[src/rtl/mem_control_unit_pkg.sv]
// mem_control_unit_pkg
//   Shared ISA constants and bus widths for the memory-access steering block.
//   Holds the opcode map (including LDR/STR), the address/data/PC widths,
//   and a small decode helper used by the steering logic.
package mem_control_unit_pkg;

  localparam int ADDR_W = 16;
  localparam int DATA_W = 32;
  localparam int PC_W   = 8;
  localparam int OP_W   = 4;

  // Opcode map. Only LDR and STR touch memory through the data path; all
  // other opcodes leave the address bus on the fetch PC.
  localparam logic [OP_W-1:0] OP_ADD = 4'b0000;
  localparam logic [OP_W-1:0] OP_SUB = 4'b0001;
  localparam logic [OP_W-1:0] OP_AND = 4'b0010;
  localparam logic [OP_W-1:0] OP_ORR = 4'b0011;
  localparam logic [OP_W-1:0] OP_EOR = 4'b0100;
  localparam logic [OP_W-1:0] OP_MOV = 4'b0101;
  localparam logic [OP_W-1:0] OP_CMP = 4'b0110;
  localparam logic [OP_W-1:0] OP_LSL = 4'b0111;
  localparam logic [OP_W-1:0] OP_LSR = 4'b1000;
  localparam logic [OP_W-1:0] OP_B   = 4'b1001;
  localparam logic [OP_W-1:0] OP_BEQ = 4'b1010;
  localparam logic [OP_W-1:0] OP_BNE = 4'b1011;
  localparam logic [OP_W-1:0] OP_NOP = 4'b1100;
  localparam logic [OP_W-1:0] OP_LDR = 4'b1101;
  localparam logic [OP_W-1:0] OP_STR = 4'b1110;
  localparam logic [OP_W-1:0] OP_HLT = 4'b1111;

  // Memory direction as seen on the rw strobe.
  typedef enum logic {
    MEM_RD = 1'b0,
    MEM_WR = 1'b1
  } mem_dir_e;

  // Zero-extend the fetch PC onto the memory address bus.
  function automatic logic [ADDR_W-1:0] pc_to_addr(input logic [PC_W-1:0] pc);
    return {{(ADDR_W-PC_W){1'b0}}, pc};
  endfunction

endpackage

[src/rtl/mem_control_unit_if.sv]
// mem_control_unit_if
//   Bundle between the execute stage (master) and the memory steering unit
//   (slave).
//   master drives : pc, op_code, src1, src2, alu_result, mem_data_in
//   slave drives  : addr_mux_out, ldr_mux_out, rw, mem_data_out
interface mem_control_unit_if;
  import mem_control_unit_pkg::*;

  logic [PC_W-1:0]   pc;
  logic [OP_W-1:0]   op_code;
  logic [DATA_W-1:0] src1;
  logic [DATA_W-1:0] src2;
  logic [DATA_W-1:0] alu_result;
  logic [DATA_W-1:0] mem_data_in;

  logic [ADDR_W-1:0] addr_mux_out;
  logic [DATA_W-1:0] ldr_mux_out;
  logic              rw;
  logic [DATA_W-1:0] mem_data_out;

  modport master (
    output pc, op_code, src1, src2, alu_result, mem_data_in,
    input  addr_mux_out, ldr_mux_out, rw, mem_data_out
  );

  modport slave (
    input  pc, op_code, src1, src2, alu_result, mem_data_in,
    output addr_mux_out, ldr_mux_out, rw, mem_data_out
  );

endinterface

[src/rtl/mem_control_unit.sv]
// mem_control_unit
//   Memory-access steering between the execute stage and the unified
//   16-bit-addressed memory. Purely combinational, zero-cycle latency.
//   Ports:
//     clk    - system clock, kept for pipeline integration (no state here)
//     reset  - asynchronous active-low; while low, memory writes are blocked
//              and the outputs fall back to the fetch/ALU defaults
//     bus    - mem_control_unit_if.slave:
//                in : pc, op_code, src1, src2, alu_result, mem_data_in
//                out: addr_mux_out (memory address), ldr_mux_out (writeback),
//                     rw (0 read / 1 write), mem_data_out (store data)
module mem_control_unit
  import mem_control_unit_pkg::*;
(
  input  logic               clk,
  input  logic               reset,
  mem_control_unit_if.slave  bus
);

  logic [ADDR_W-1:0] w_addr;
  logic [DATA_W-1:0] w_wb;
  mem_dir_e          w_dir;
  logic [DATA_W-1:0] w_st_data;

  // clk has no consumer yet and the base register's upper half is dropped
  // by the 16-bit address bus; fold them here so they read as intentional.
  logic w_unused;
  assign w_unused = &{1'b0, clk, bus.src1[DATA_W-1:ADDR_W]};

  always_comb begin
    // Fetch/ALU defaults: address from PC, read, no store data, ALU writeback.
    w_addr    = pc_to_addr(bus.pc);
    w_wb      = bus.alu_result;
    w_dir     = MEM_RD;
    w_st_data = '0;

    // Reset gates the decode entirely, so a store can never reach memory
    // while reset is held. Unknown opcodes fall through to the defaults.
    if (reset) begin
      case (bus.op_code)
        OP_LDR: begin
          w_addr = bus.src1[ADDR_W-1:0];
          w_wb   = bus.mem_data_in;
        end
        OP_STR: begin
          w_addr    = bus.src1[ADDR_W-1:0];
          w_dir     = MEM_WR;
          w_st_data = bus.src2;
        end
        default: ;
      endcase
    end
  end

  assign bus.addr_mux_out = w_addr;
  assign bus.ldr_mux_out  = w_wb;
  assign bus.rw           = w_dir;
  assign bus.mem_data_out = w_st_data;

endmodule

[src/flat_wrapper.sv]
// flat-port wrapper written by rule: the top's interface ports become plain ports
module mem_control_unit_flat import mem_control_unit_pkg::*;
  (clk, reset, bus_pc, bus_op_code, bus_src1, bus_src2, bus_alu_result, bus_mem_data_in, bus_addr_mux_out, bus_ldr_mux_out, bus_rw, bus_mem_data_out);
  mem_control_unit_if bus_i ();
  input  logic clk;
  input  logic reset;
  input wire logic [$bits(bus_i.pc)-1:0] bus_pc;
  input wire logic [$bits(bus_i.op_code)-1:0] bus_op_code;
  input wire logic [$bits(bus_i.src1)-1:0] bus_src1;
  input wire logic [$bits(bus_i.src2)-1:0] bus_src2;
  input wire logic [$bits(bus_i.alu_result)-1:0] bus_alu_result;
  input wire logic [$bits(bus_i.mem_data_in)-1:0] bus_mem_data_in;
  output wire logic [$bits(bus_i.addr_mux_out)-1:0] bus_addr_mux_out;
  output wire logic [$bits(bus_i.ldr_mux_out)-1:0] bus_ldr_mux_out;
  output wire logic [$bits(bus_i.rw)-1:0] bus_rw;
  output wire logic [$bits(bus_i.mem_data_out)-1:0] bus_mem_data_out;
  assign bus_i.pc = bus_pc;
  assign bus_i.op_code = bus_op_code;
  assign bus_i.src1 = bus_src1;
  assign bus_i.src2 = bus_src2;
  assign bus_i.alu_result = bus_alu_result;
  assign bus_i.mem_data_in = bus_mem_data_in;
  assign bus_addr_mux_out = bus_i.addr_mux_out;
  assign bus_ldr_mux_out = bus_i.ldr_mux_out;
  assign bus_rw = bus_i.rw;
  assign bus_mem_data_out = bus_i.mem_data_out;
  mem_control_unit u_core (.clk(clk), .reset(reset), .bus(bus_i));
endmodule
[config.mk]
export PLATFORM = sky130hd
export DESIGN_NAME = mem_control_unit_flat
export DESIGN_NICKNAME = d
export VERILOG_FILES = /design/src/rtl/mem_control_unit_pkg.sv /design/src/rtl/mem_control_unit_if.sv /design/src/rtl/mem_control_unit.sv /design/src/flat_wrapper.sv
export SDC_FILE = /design/constraint.sdc
export NUM_CORES = 1
export LEC_CHECK = 0
export BUFFER_PORTS_ARGS = -buffer_cell sky130_fd_sc_hd__buf_2
export CAP_MARGIN = 30
export CORE_AREA = 2 2 86 88
export DETAILED_ROUTE_END_ITERATION = 6
export DIE_AREA = 0 0 88 90
export GPL_TIMING_DRIVEN = 0
export PLACE_DENSITY = 0.51
export SETUP_SLACK_MARGIN = 0.1
export SLEW_MARGIN = 40
export SYNTH_ARGS = -nofsm -noshare
export SYNTH_HDL_FRONTEND = slang
export SYNTH_SLANG_ARGS = --single-unit
[constraint.sdc]
create_clock -name vclk -period 1.1
set_input_delay 0.11 -clock vclk [all_inputs]
set_output_delay 0.11 -clock vclk [all_outputs]
set_load 0.02 [all_outputs]
==> metrics.yaml, run 1 <==
die_w_um: 88
arrival_ns: 1.20
violations: "setup timing"
die_area_mm2: 0.00792
drc: 0
num_vias: 1574
synth_area_leaders: "mux2_2 43%, and2_1 30%, mux2_1 8.1%"
mostFrequentLayoutCell: "buf_2"
start_kind: "primary input"
core-area_mm2: 0.00702
dr.pass1.iters: 2
drv_cap: 0
area_delta_synth_final_pct: 257
slew_viol_final: 0
hp-class: "primary input to output pin"
gp_congestion: 0.694
peakVddDrop_v: 0.0000981
period_minus_slack_ns: 1.31
min_from: "bus_src2[4]"
wl_met3_um: 386
syn_area_per_cell_um2: 9.00
ys_warn_count: 0
whs_ns: 0.522
status: "complete, but fails checks"
whs_endpoint: "bus_mem_data_out[4]"
timing.final.ws_setup_ns: -0.209
clkPwrFrac: 0
relSlewSlack: 0.887
synth_top_area_cell: "mux2_2"
p_total_mw: 0.879
dp.cells: 398
cp-end-kind: "output pin"
fillers: 682
fin_nets: 457
top_layer: "met4"
drive_above_1_share: 1.00
route.met2.wl_um: 3050
grt_use_total: 0.105
setup_violations: 68
timing.final.crit_share: 1.19
antenna_found_initial: 0
power_density_mw_per_mm2: 294
stdcell_count: 412
overflow: 0
fp-row-count: 31
syn_nets: 235
final_cell_mix: "124 x buf_2, 91 x buf_6, 39 x mux2_4, 33 x and2_4, 7 x and2_2"
internal-power_mw: 0.538
leakage_nw: 1.60
routed_wl_um: 5090
num-clock-buffers: 0
multi_input_area_mm2: 0.00102
place_area_mm2: 0.00214
fp.dieH_um: 90
crit_fanout: 10
crit_type: "primary input to output pin"
worst_slew_pin_slew_ns: 0.170
hold_viol: 0
drtIter0Drc: 9
ctsHoldBuffers: 0
postLayoutCellArea_mm2: 0.00298
synth_seq_area_share: 0
vias_per_cell: 3.82
n_sequential_cell: 0
p_switching_mw: 0.340
grt_start_max_net_pins: 11
regArea_um2: 0
power_frac_comb: 1.000
switching_share: 0.387
power_frac_seq: 0
ant_nets: 0
start_util: 0.119
io_pins: 223
synthDistinctLibCells: 12
wl_met1_um: 1550
syn_area_um2: 837
grt_pass1_wl_um: 6970
synth_top_area_share: 0.430
hpwl_um: 3580
io_buffer_count: 206
wire_per_inst_um: 12.4
synth_cells: 93
fmaxAchievable_mhz: 764
worstPathRequired_ns: 0.99
antenna-diode-count: 0
hold-path-cell-count: 3
rsz0062_at_grt: "true"
grt_pass1_vias: 1580
==> worst max-delay path, cell delays in order <==
cell and delay, ns:
buf_8 0.09, nand2b_4 0.15, nor2_4 0.10, buf_12 0.14, buf_12 0.14, mux2_4 0.30
buf_2 0.16
==> through the flow <==
stage | worst slack, ns | setup TNS [ns] | utilization
3_5_place_dp | -0.333 | -19.49 | 0.305
4_1_cts | -0.255 | -12.02 | 0.397
5_1_grt | -0.255 | -13.02 | 0.425
6_report | -0.209 | -8.91 | 0.425
3_3_place_gp | -0.329 | -18.76 | 0.305
2_1_floorplan | 0.0251 | 0 | -
==> power by group through the flow <==
| stage | registers, mW | clock network [mW] | logic [mW] |
|---|---|---|---|
| 2_1_floorplan | 0 | 0 | 0.333 |
| 3_5_place_dp | 0 | 0 | 0.649 |
| 3_3_place_gp | 0 | 0 | 0.643 |
| 6_report | 0 | 0 | 0.879 |
| 5_1_grt | 0 | 0 | 0.929 |
| 4_1_cts | 0 | 0 | 0.792 |
==> cell usage after synthesis <==
library cell,number
nor2_2,1
mux2_1,6
nor2_4,1
buf_6,4
clkbuf_1,2
mux2_4,2
mux2_2,32
and2_1,40
a21oi_4,1
buf_2,1
nand2b_4,2
nand3_2,1
==> worst max-delay path by stage <==
stage	start	endpoint	slack, ns
after floorplan	bus_op_code[0]	bus_addr_mux_out[6]	0.03
after global placement	bus_op_code[0]	bus_addr_mux_out[7]	-0.33
after detailed placement	bus_op_code[1]	bus_ldr_mux_out[22]	-0.33
after CTS	bus_op_code[1]	bus_ldr_mux_out[5]	-0.25
after global routing	bus_op_code[1]	bus_ldr_mux_out[3]	-0.26
final	bus_op_code[1]	bus_ldr_mux_out[4]	-0.21
==> what timing repair did <==
| action | 4_1_cts | 5_1_grt |
|---|---|---|
| pin swaps | 9 | 26 |
| cloned | 3 | 0 |
| endpoints found under the setup margin | 81 | 81 |
| resized for setup | 156 | 75 |
| buffers inserted | 11 | 0 |
==> cell type report <==
cell class                 count  share of cell area
buffer                         7              0.0361
timing repair buffer         220               0.580
tap                           99              0.0415
multi-input combinational     86               0.343
==> routing by layer <==
layer | GRT usage | up-vias
met1 | 0.101 | 702
met4 | 0.0192 | 0
met2 | 0.227 | 103
met5 | 0 | -
li1 | - | 759
met3 | 0.00918 | 10
==> cells by family (layout without fill, tap and decap cells) <==
family                 after synthesis  in the layout  synth area share
AO/OA/AOI/OAI                        1              1            0.0194
AND/OR/NAND/NOR                     45             45             0.365
buffers and inverters                7            227            0.0688
multiplexers                        40             40             0.547
No activity file was read; power rests on OpenSTA's default activity.
==> run 2: changes to the inputs <==
Settings changed: CORE_AREA 2 2 86 88 to 2 2 87 89, DIE_AREA 0 0 88 90 to 0 0 89 91, PLACE_DENSITY 0.51 to 0.5, SETUP_SLACK_MARGIN 0.1 to default.
Clock period 1.1 ns to 1.65 ns, I/O delays scaled along.
==> metrics.yaml, run 2 (same netlist as run 1, synthesis figures left out) <==
crit_type: "primary input to output pin"  # unchanged
leakage_nw: 1.20  # was 1.60 nW
fmaxAchievable_mhz: 659
gp_congestion: 0.714  # was 0.694
internal-power_mw: 0.211  # was 0.538 mW
crit_fanout: 10  # unchanged
power_frac_comb: 1.000  # about the same
cts_resized: 0  # was 156
fp-row-count: 31  # unchanged
critPathSlowestCell: "clkbuf_1"  # was mux2_4
power_frac_seq: 0  # about the same
die_area_mm2: 0.00810  # was 0.00792 mm^2
hold-path-cell-count: 3  # unchanged
final_cell_mix: "207 x buf_2, 40 x and2_1, 32 x mux2_2, 6 x mux2_1, 4 x buf_6"  # was 124 x buf_2, 91 x buf_6, 39 x mux2_4, 33 x and2_4, 7 x and2_2
p_switching_mw: 0.187  # was 0.340 mW
fin_nets: 443  # was 457
p_total_mw: 0.398  # was 0.879 mW
cts_setup_buffers: 0  # was 11
setup_violations: 0  # was 68
power_density_mw_per_mm2: 200  # was 294 mW/mm^2
die_w_um: 89  # was 88 um
dr.pass1.iters: 2  # unchanged
hold_viol: 0  # unchanged
grt_pass1_vias: 1332  # was 1580
fin_setup_tns_ns: 0  # was -8.91 ns
num_vias: 1424  # was 1574
core-area_mm2: 0.00714  # was 0.00702 mm^2
io_pins: 223  # unchanged
path_common_cell: "buf_2"  # was buf_12
relSlewSlack: 0.769  # was 0.887
rsz0062_at_grt: "false"  # was true
ant_nets: 0  # unchanged
cp-end-kind: "output pin"  # unchanged
grt_start_max_net_pins: 11  # unchanged
area_delta_synth_final_pct: 138  # was 257%
mostFrequentLayoutCell: "buf_2"  # unchanged
switching_share: 0.469  # was 0.387
drtIter0Drc: 15  # was 9
regArea_um2: 0  # unchanged
antenna_found_initial: 0  # unchanged
start_util: 0.117  # was 0.119
fp.dieH_um: 91  # was 90 um
grt_use_total: 0.0807  # was 0.105
n_sequential_cell: 0  # unchanged
overflow: 0  # unchanged
worst_slew_pin_slew_ns: 0.346  # was 0.170 ns
min_from: "bus_src2[28]"  # was bus_src2[4]
slowest_delay_ns: 0.33  # was 0.30 ns
ctsHoldBuffers: 0  # unchanged
drive_above_1_share: 0.839  # was 1.00
drv_cap: 0  # unchanged
start_kind: "primary input"  # unchanged
wire_per_inst_um: 10.4  # was 12.4 um
period_minus_slack_ns: 1.52
slew_viol_final: 0  # unchanged
antenna-diode-count: 0  # unchanged
hp-class: "primary input to output pin"  # unchanged
peakVddDrop_v: 0.0000475  # was 0.0000981 V
clkPwrFrac: 0  # about the same
io_buffer_count: 206  # unchanged
drc: 0  # unchanged
num-clock-buffers: 0  # unchanged
whs_endpoint: "bus_mem_data_out[28]"  # was bus_mem_data_out[4]
timing.final.crit_share: 0.919
vias_per_cell: 3.58  # was 3.82
arrival_ns: 1.35  # was 1.20 ns
path_cells: "buf_2 -> nand3_2 -> nor2_2 -> clkbuf_1 -> and2_1 -> buf_2"  # was buf_8 -> nand2b_4 -> nor2_4 -> buf_12 -> buf_12 -> mux2_4 -> buf_2
whs_ns: 0.648  # was 0.522 ns
grt_pass1_wl_um: 5480  # was 6970 um
status: "completed"  # was complete, but fails checks
worstPathRequired_ns: 1.48  # was 0.99 ns
routed_wl_um: 4130  # was 5090 um
hpwl_um: 3850  # was 3580 um
## run 2: changes by cell type in the layout (fill, tap and decap cells not counted), sizes merged
cell | previous run | this run
buf | 227 | 211
clkbuf | 0 | 2
## run 2: worst max path at each step
stage,from,end,slack (ns)
after floorplan,bus_op_code[2],bus_ldr_mux_out[13],0.42
after global placement,bus_op_code[2],bus_mem_data_out[5],0.06
after detailed placement,bus_op_code[2],bus_mem_data_out[5],0.07
after CTS,bus_op_code[2],bus_mem_data_out[5],0.07
after global routing,bus_op_code[2],bus_mem_data_out[5],0.02
final,bus_op_code[2],bus_mem_data_out[5],0.13
## run 2: cell type report
class                      instances  area, um^2
tap                               99         124
multi-input combinational         86         779
fill                             817        5140
timing repair buffer             206        1030
buffer                             7        57.6
## run 2: stage by stage
step / utilization / cell area (um^2) / worst slack (ns) / std cells
floorplan: - / 837 / 0.424 / 93
finish: 0.279 / 1990 / 0.133 / 398
global placement: 0.279 / 1990 / 0.0642 / 398
CTS: 0.279 / 1990 / 0.0735 / 398
detailed placement: 0.279 / 1990 / 0.0744 / 398
global route: 0.279 / 1990 / 0.0198 / 398
## run 2: critical path: cells and delay by family
kind	cells	cell delay, ns
buf+inv	3	0.59
simple gates	3	0.60
## run 2: routing by layer
metal | global-route usage | wire length [um]
met3 | 0.00364 | 546
met5 | 0 | 0
met4 | 0.00373 | 0
met2 | 0.172 | 2160
met1 | 0.0866 | 1430
## run 2: power by group through the flow
stage	logic, mW	clock network, mW	registers, mW
after CTS	0.404	0	0
after global routing	0.431	0	0
after floorplan	0.191	0	0
final	0.398	0	0
after detailed placement	0.403	0	0
after global placement	0.398	0	0
